--- config.mk ---
export PLATFORM = sky130hd
export DESIGN_NAME = duc_tx
export DESIGN_NICKNAME = d
export VERILOG_FILES = /design/src/rtl/duc_tx.sv
export SDC_FILE = /design/constraint.sdc
export NUM_CORES = 1
export LEC_CHECK = 0
export CAP_MARGIN = 20
export CORE_ASPECT_RATIO = 1.25
export CORE_MARGIN = 3
export CORE_UTILIZATION = 63
export DETAILED_ROUTE_END_ITERATION = 8
export PLACE_DENSITY = 0.8
export SLEW_MARGIN = 20
export SYNTH_ARGS = -nofsm -noshare
export SYNTH_HDL_FRONTEND = slang
export SYNTH_SLANG_ARGS = --single-unit
--- constraint.sdc ---
create_clock -name clk -period 6.3 [get_ports clk]
set_input_delay 1.26 -clock clk [delete_from_list [all_inputs] [get_ports clk]]
set_output_delay 1.26 -clock clk [all_outputs]
set_load 0.01 [all_outputs]
--- src/rtl/duc_tx.sv ---
// duc_tx: I/Q hold-interpolator and 4-stage complex-to-real upconverting mixer.
// Optional output saturation is enabled by defining DUC_TX_SAT_EN.
module duc_tx #(
    parameter int INTERP = 4
) (
    input  logic               clk,
    input  logic               reset,
    input  logic        [15:0] dds_tdata,
    input  logic               dds_val,
    input  logic signed [15:0] i_in,
    input  logic signed [15:0] q_in,
    input  logic               iq_val,
    output logic               iq_rdy,
    output logic signed [15:0] dac_out,
    output logic               dac_val,
    output logic               underrun,
    output logic               sat
);
    localparam int CW = INTERP > 1 ? $clog2(INTERP) : 1;
    localparam logic [CW-1:0] LAST = CW'(INTERP - 1);
`ifdef DUC_TX_SAT_EN
    localparam bit SAT_EN = 1'b1;
`else
    localparam bit SAT_EN = 1'b0;
`endif

    logic signed [15:0] h_i, h_q, a_i, a_q;
    logic signed [7:0]  a_c, a_s;
    logic signed [23:0] p_c, p_s;
    logic signed [24:0] mix;
    logic signed [15:0] scaled;
    logic [CW-1:0]      cnt;
    logic [2:0]         fill;
    logic               loaded, accept, ovf;

    assign iq_rdy = dds_val && !reset && (!loaded || cnt == LAST);
    assign accept = iq_val && iq_rdy;
    // Anything outside the 23-bit signed range cannot be represented by mix[22:7].
    assign ovf    = (mix[24:22] != 3'b000) && (mix[24:22] != 3'b111);
    assign scaled = (SAT_EN && ovf) ? (mix[24] ? 16'sh8000 : 16'sh7FFF) : mix[22:7];

    always_ff @(posedge clk) begin
        if (reset) begin
            h_i      <= '0;
            h_q      <= '0;
            loaded   <= 1'b0;
            cnt      <= '0;
            underrun <= 1'b0;
        end else if (accept) begin
            h_i      <= i_in;
            h_q      <= q_in;
            loaded   <= 1'b1;
            cnt      <= '0;
        end else if (dds_val && loaded) begin
            if (cnt == LAST) begin
                loaded   <= 1'b0;
                cnt      <= '0;
                underrun <= 1'b1;
            end else begin
                cnt <= cnt + 1'b1;
            end
        end
    end

    always_ff @(posedge clk) begin
        if (reset) begin
            a_i     <= '0;
            a_q     <= '0;
            a_c     <= '0;
            a_s     <= '0;
            p_c     <= '0;
            p_s     <= '0;
            mix     <= '0;
            dac_out <= '0;
            fill    <= '0;
        end else if (dds_val) begin
            a_i     <= loaded ? h_i : 16'sd0;
            a_q     <= loaded ? h_q : 16'sd0;
            a_c     <= dds_tdata[7:0];
            a_s     <= dds_tdata[15:8];
            p_c     <= 24'(a_i) * 24'(a_c);
            p_s     <= 24'(a_q) * 24'(a_s);
            mix     <= {p_c[23], p_c} - {p_s[23], p_s};
            dac_out <= scaled;
            fill    <= fill + {2'b00, fill != 3'd4};
        end
    end

    // Valid and the clip flag follow CE by one cycle once the pipeline has filled.
    always_ff @(posedge clk) begin
        if (reset) begin
            dac_val <= 1'b0;
            sat     <= 1'b0;
        end else begin
            dac_val <= dds_val && (fill >= 3'd3);
            sat     <= dds_val && SAT_EN && ovf;
        end
    end
endmodule
==> qor.csv <==
stage;metric;value;unit
run_status;outcome;finished, final reports clean;
sta;Slew headroom;0.424;
min_path;hold path cells;2;
power_and_ir_drop;combinational share of power;0.148;
power_and_ir_drop;clock power share;0.414;
sta;Sum Neg Setup Slack;0;ps
finish;post-layout util;0.708;
floorplan;Die X;146;um
finish;ANT cells;0;
route;DR WL/cell;16.6;um
finish;share of cells above drive strength 1;0.0305;
route;drt total wl;35400;um
setup_path;most frequent CP cell;fa_1;
place;I/O Buffers;70;
setup_path;slowest cell on the critical path;dfxtp_1;
synth;Yosys warning total;0;
synth;Cells after Synth;1765;
floorplan;standard-cell rows;63;
synth;flops & latches, synth;166;
setup_path;CP max stage delay;660;ps
setup_path;crit path kind;flip-flop to flip-flop;
min_path;hold crit path type;flip-flop to flip-flop;
finish;FILL cells;1918;
grt;initial antenna violation count;0;
route;# DRC;0;
grt;GRT Total Usage;0.279;
sta;RSZ-0062 raised after global routing;no;
sta;Tcrit/Tclk final;0.843;
cts;clk buf depth;2;
setup_path;Worst Setup End Kind;flip-flop;
route;remaining antenna violation count;0;
cts;clk_lat worst skew;440;ps
place;DPL Wire Length;27400;um
sta;Slew @ Worst Pin;864;ps
synth;syn_nets;2128;
power_and_ir_drop;switching pwr;0.000724;W
sta;Final Hold Viols;0;
grt;largest net degree at the start of global routing;76;
setup_path;Worst Path Arrival;5650;ps
floorplan;Die Height;181;um
cts;CTS Hold Bufs;0;
synth;Post-Syn Area;15500;um2
finish;register area;3320;um2
sta;Max Freq;188;MHz
cts;H-Tree Depth;4;
place;routability cong.;0.920;
finish;nets@finish;2155;
floorplan;core area;24000;um2
cts;clock-pin slew on the worst setup and hold paths;60;ps
setup_path;Cell Chain, Critical Path;and2_1 -> fa_1 -> fa_1 -> fa_1 -> inv_1 -> fa_1 -> inv_1 -> ha_1 -> a21o_1 -> a221oi_2 -> o21ai_2 -> or4_4 -> nand2_2 -> a21oi_2 -> or4_1 -> o311ai_1;
setup_path;Worst EP required;6640;ps
setup_path;Worst Path Max Fanout;17;
synth;fraction of registers with async set/reset;0;
cts;Setup Buffers After CTS;0;
route;Vias/cell;5.49;
synth;EDFF count, synth;0;
power_and_ir_drop;design internal power;0.00190;W
power_and_ir_drop;Leakage;8.00;nW
grt;vias in the first global route;12500;
route;vias post-DR;11700;
route;Starting DRT DRC Count;552;
sta;Max Slew Vio Count;0;
setup_path;Buf/Inv on CP;2;
sta;fin crit period;5310;ps
synth;Main synth FF type;dfxtp_1;
cts;cts repair resizes;0;
setup_path;CP delay by family, top;adder cells;
finish;synth-to-layout area growth;9.44;%
cts;Root Buffer Master;clkbuf_16;
setup_path;CP startpoint kind;flip-flop;
grt;global-route wire length before repair;60000;um
finish;multi-input logic area;10800;um2
setup_path;WP depth;16;
cts;TritonCTS buffer count;17;
power_and_ir_drop;Sw Share;0.276;
cts;CTS Sinks;166;
route;total iterations of the first detailed-routing run;5;
job;Max Cap Viol;0;
floorplan;boundary pin count;72;
synth;syn avg cell area;8.79;um2
sta;Final setup viols;0;
sta;skew final;13.3;ps
setup_path;reg2reg path depth;16;
cts;CTS tree;built;
power_and_ir_drop;pwr dens;155;nW/um2
power_and_ir_drop;VDD IR max;0.179;mV
power_and_ir_drop;part of the power in registers;0.438;
floorplan;DIE AREA;26600;um2
floorplan;Starting Density;0.647;
grt;Overflow after GRT;0;
synth;sequential element share of the synthesized area;0.214;
synth;post-synthesis cell type count;65;
## logic make-up after synthesis
family | after synthesis | share of synthesized area
xor+xnor | 55 | 0.0311
compound gates | 214 | 0.0847
other cells | 1 | 0.000242
mux | 65 | 0.0419
simple gates | 582 | 0.188
buf+inv | 371 | 0.0924
fa+ha+maj | 311 | 0.348
flops | 166 | 0.214
## synth_stat cells (all sizes together) (5+ instances only)
| cell | instances | area (um2) |
|---|---|---|
| a31oi | 7 | 43.8 |
| and3 | 6 | 37.5 |
| o21a | 5 | 38.8 |
| xor2 | 19 | 166 |
| nand2b | 15 | 93.8 |
| a21o | 12 | 90.1 |
| nand2 | 152 | 573 |
| and2 | 186 | 1160 |
| o311ai | 6 | 52.6 |
| xnor2 | 36 | 315 |
| o21ai | 35 | 183 |
| fa | 200 | 4000 |
| a21boi | 5 | 37.5 |
| a21oi | 103 | 519 |
| clkbuf | 61 | 263 |
| nor3 | 7 | 35.0 |
| dfxtp | 166 | 3320 |
| a211oi | 9 | 67.6 |
| nand3 | 11 | 55.1 |
| buf | 8 | 37.5 |
| mux2i | 65 | 651 |
| nor2b | 47 | 294 |
| inv | 302 | 1130 |
| nor2 | 140 | 526 |
| ha | 111 | 1390 |
| o211ai | 5 | 37.5 |
## metal layers
metal | global-route usage | wire [um]
met3 | 0.0339 | 1150
met2 | 0.511 | 18600
met5 | 0 | 0
met1 | 0.318 | 13800
met4 | 0.140 | 1810
## metrics by stage
step	instances	setup WS, ps	hold WS (ps)	area (um2)	power (W)
after floorplan	1765	1320	422	15500	0.00142
after global placement	2098	1170	433	16400	0.00155
after detailed placement	2098	1010	437	16400	0.00156
after CTS	2129	983	448	17000	0.00264
after global routing	2129	715	465	17000	0.00274
final	2129	989	445	17000	0.00262
## worst register-to-register path, stage by stage, from the launching register on
cell and delay [ps]:
dfxtp_1 660, and2_1 250, fa_1 460, fa_1 520, fa_1 510, inv_1 50
fa_1 470, inv_1 40, ha_1 320, a21o_1 200, a221oi_2 420, o21ai_2 130
or4_4 500, nand2_2 80, a21oi_2 60, or4_1 470, o311ai_1 80
## placed cells by master (no fill, tap or decap), drive strengths merged, types with 65 or more instances in the layout
cell type	count
a21oi	103
clkdlybuf4s50	68
and2	186
dfxtp	166
nand2	152
mux2i	65
ha	111
fa	200
nor2	140
inv	306
## final timing paths
check             endpoint  slack (ps)    start
setup / recovery   p_s[22]         990   a_s[3]
hold / removal     mix[21]         440  mix[21]
setup reg to reg   p_s[22]         990   a_s[3]
hold reg to reg    mix[21]         440  mix[21]
## flip-flops by register name (all words and copies together) (netlist names), 2 cells and up
name and count:
p_c 23, p_s 23, a_i 16, a_q 16
dac_out 16, h_i 16, h_q 16, mix 16
a_c 8, a_s 8, fill 3, cnt 2
## cell type report
cell class	instances	share of cell area
clock buffers	17	0.0251
clock inverters	14	0.0104
well taps	325	0.0240
repair buffers	77	0.0443
flip-flops and latches	166	0.196
inverters	302	0.0668
multi-input cells	1228	0.634
## power by group through the flow
stage               registers, W  clock network (W)  logic [W]
floorplan                0.00115                  0   0.000277
global placement         0.00117                  0   0.000376
detailed placement       0.00117                  0   0.000386
CTS                      0.00115            0.00110   0.000391
global route             0.00116            0.00114   0.000436
finish                   0.00115            0.00109   0.000389
Note: power is estimated with default switching activity, not from simulation.
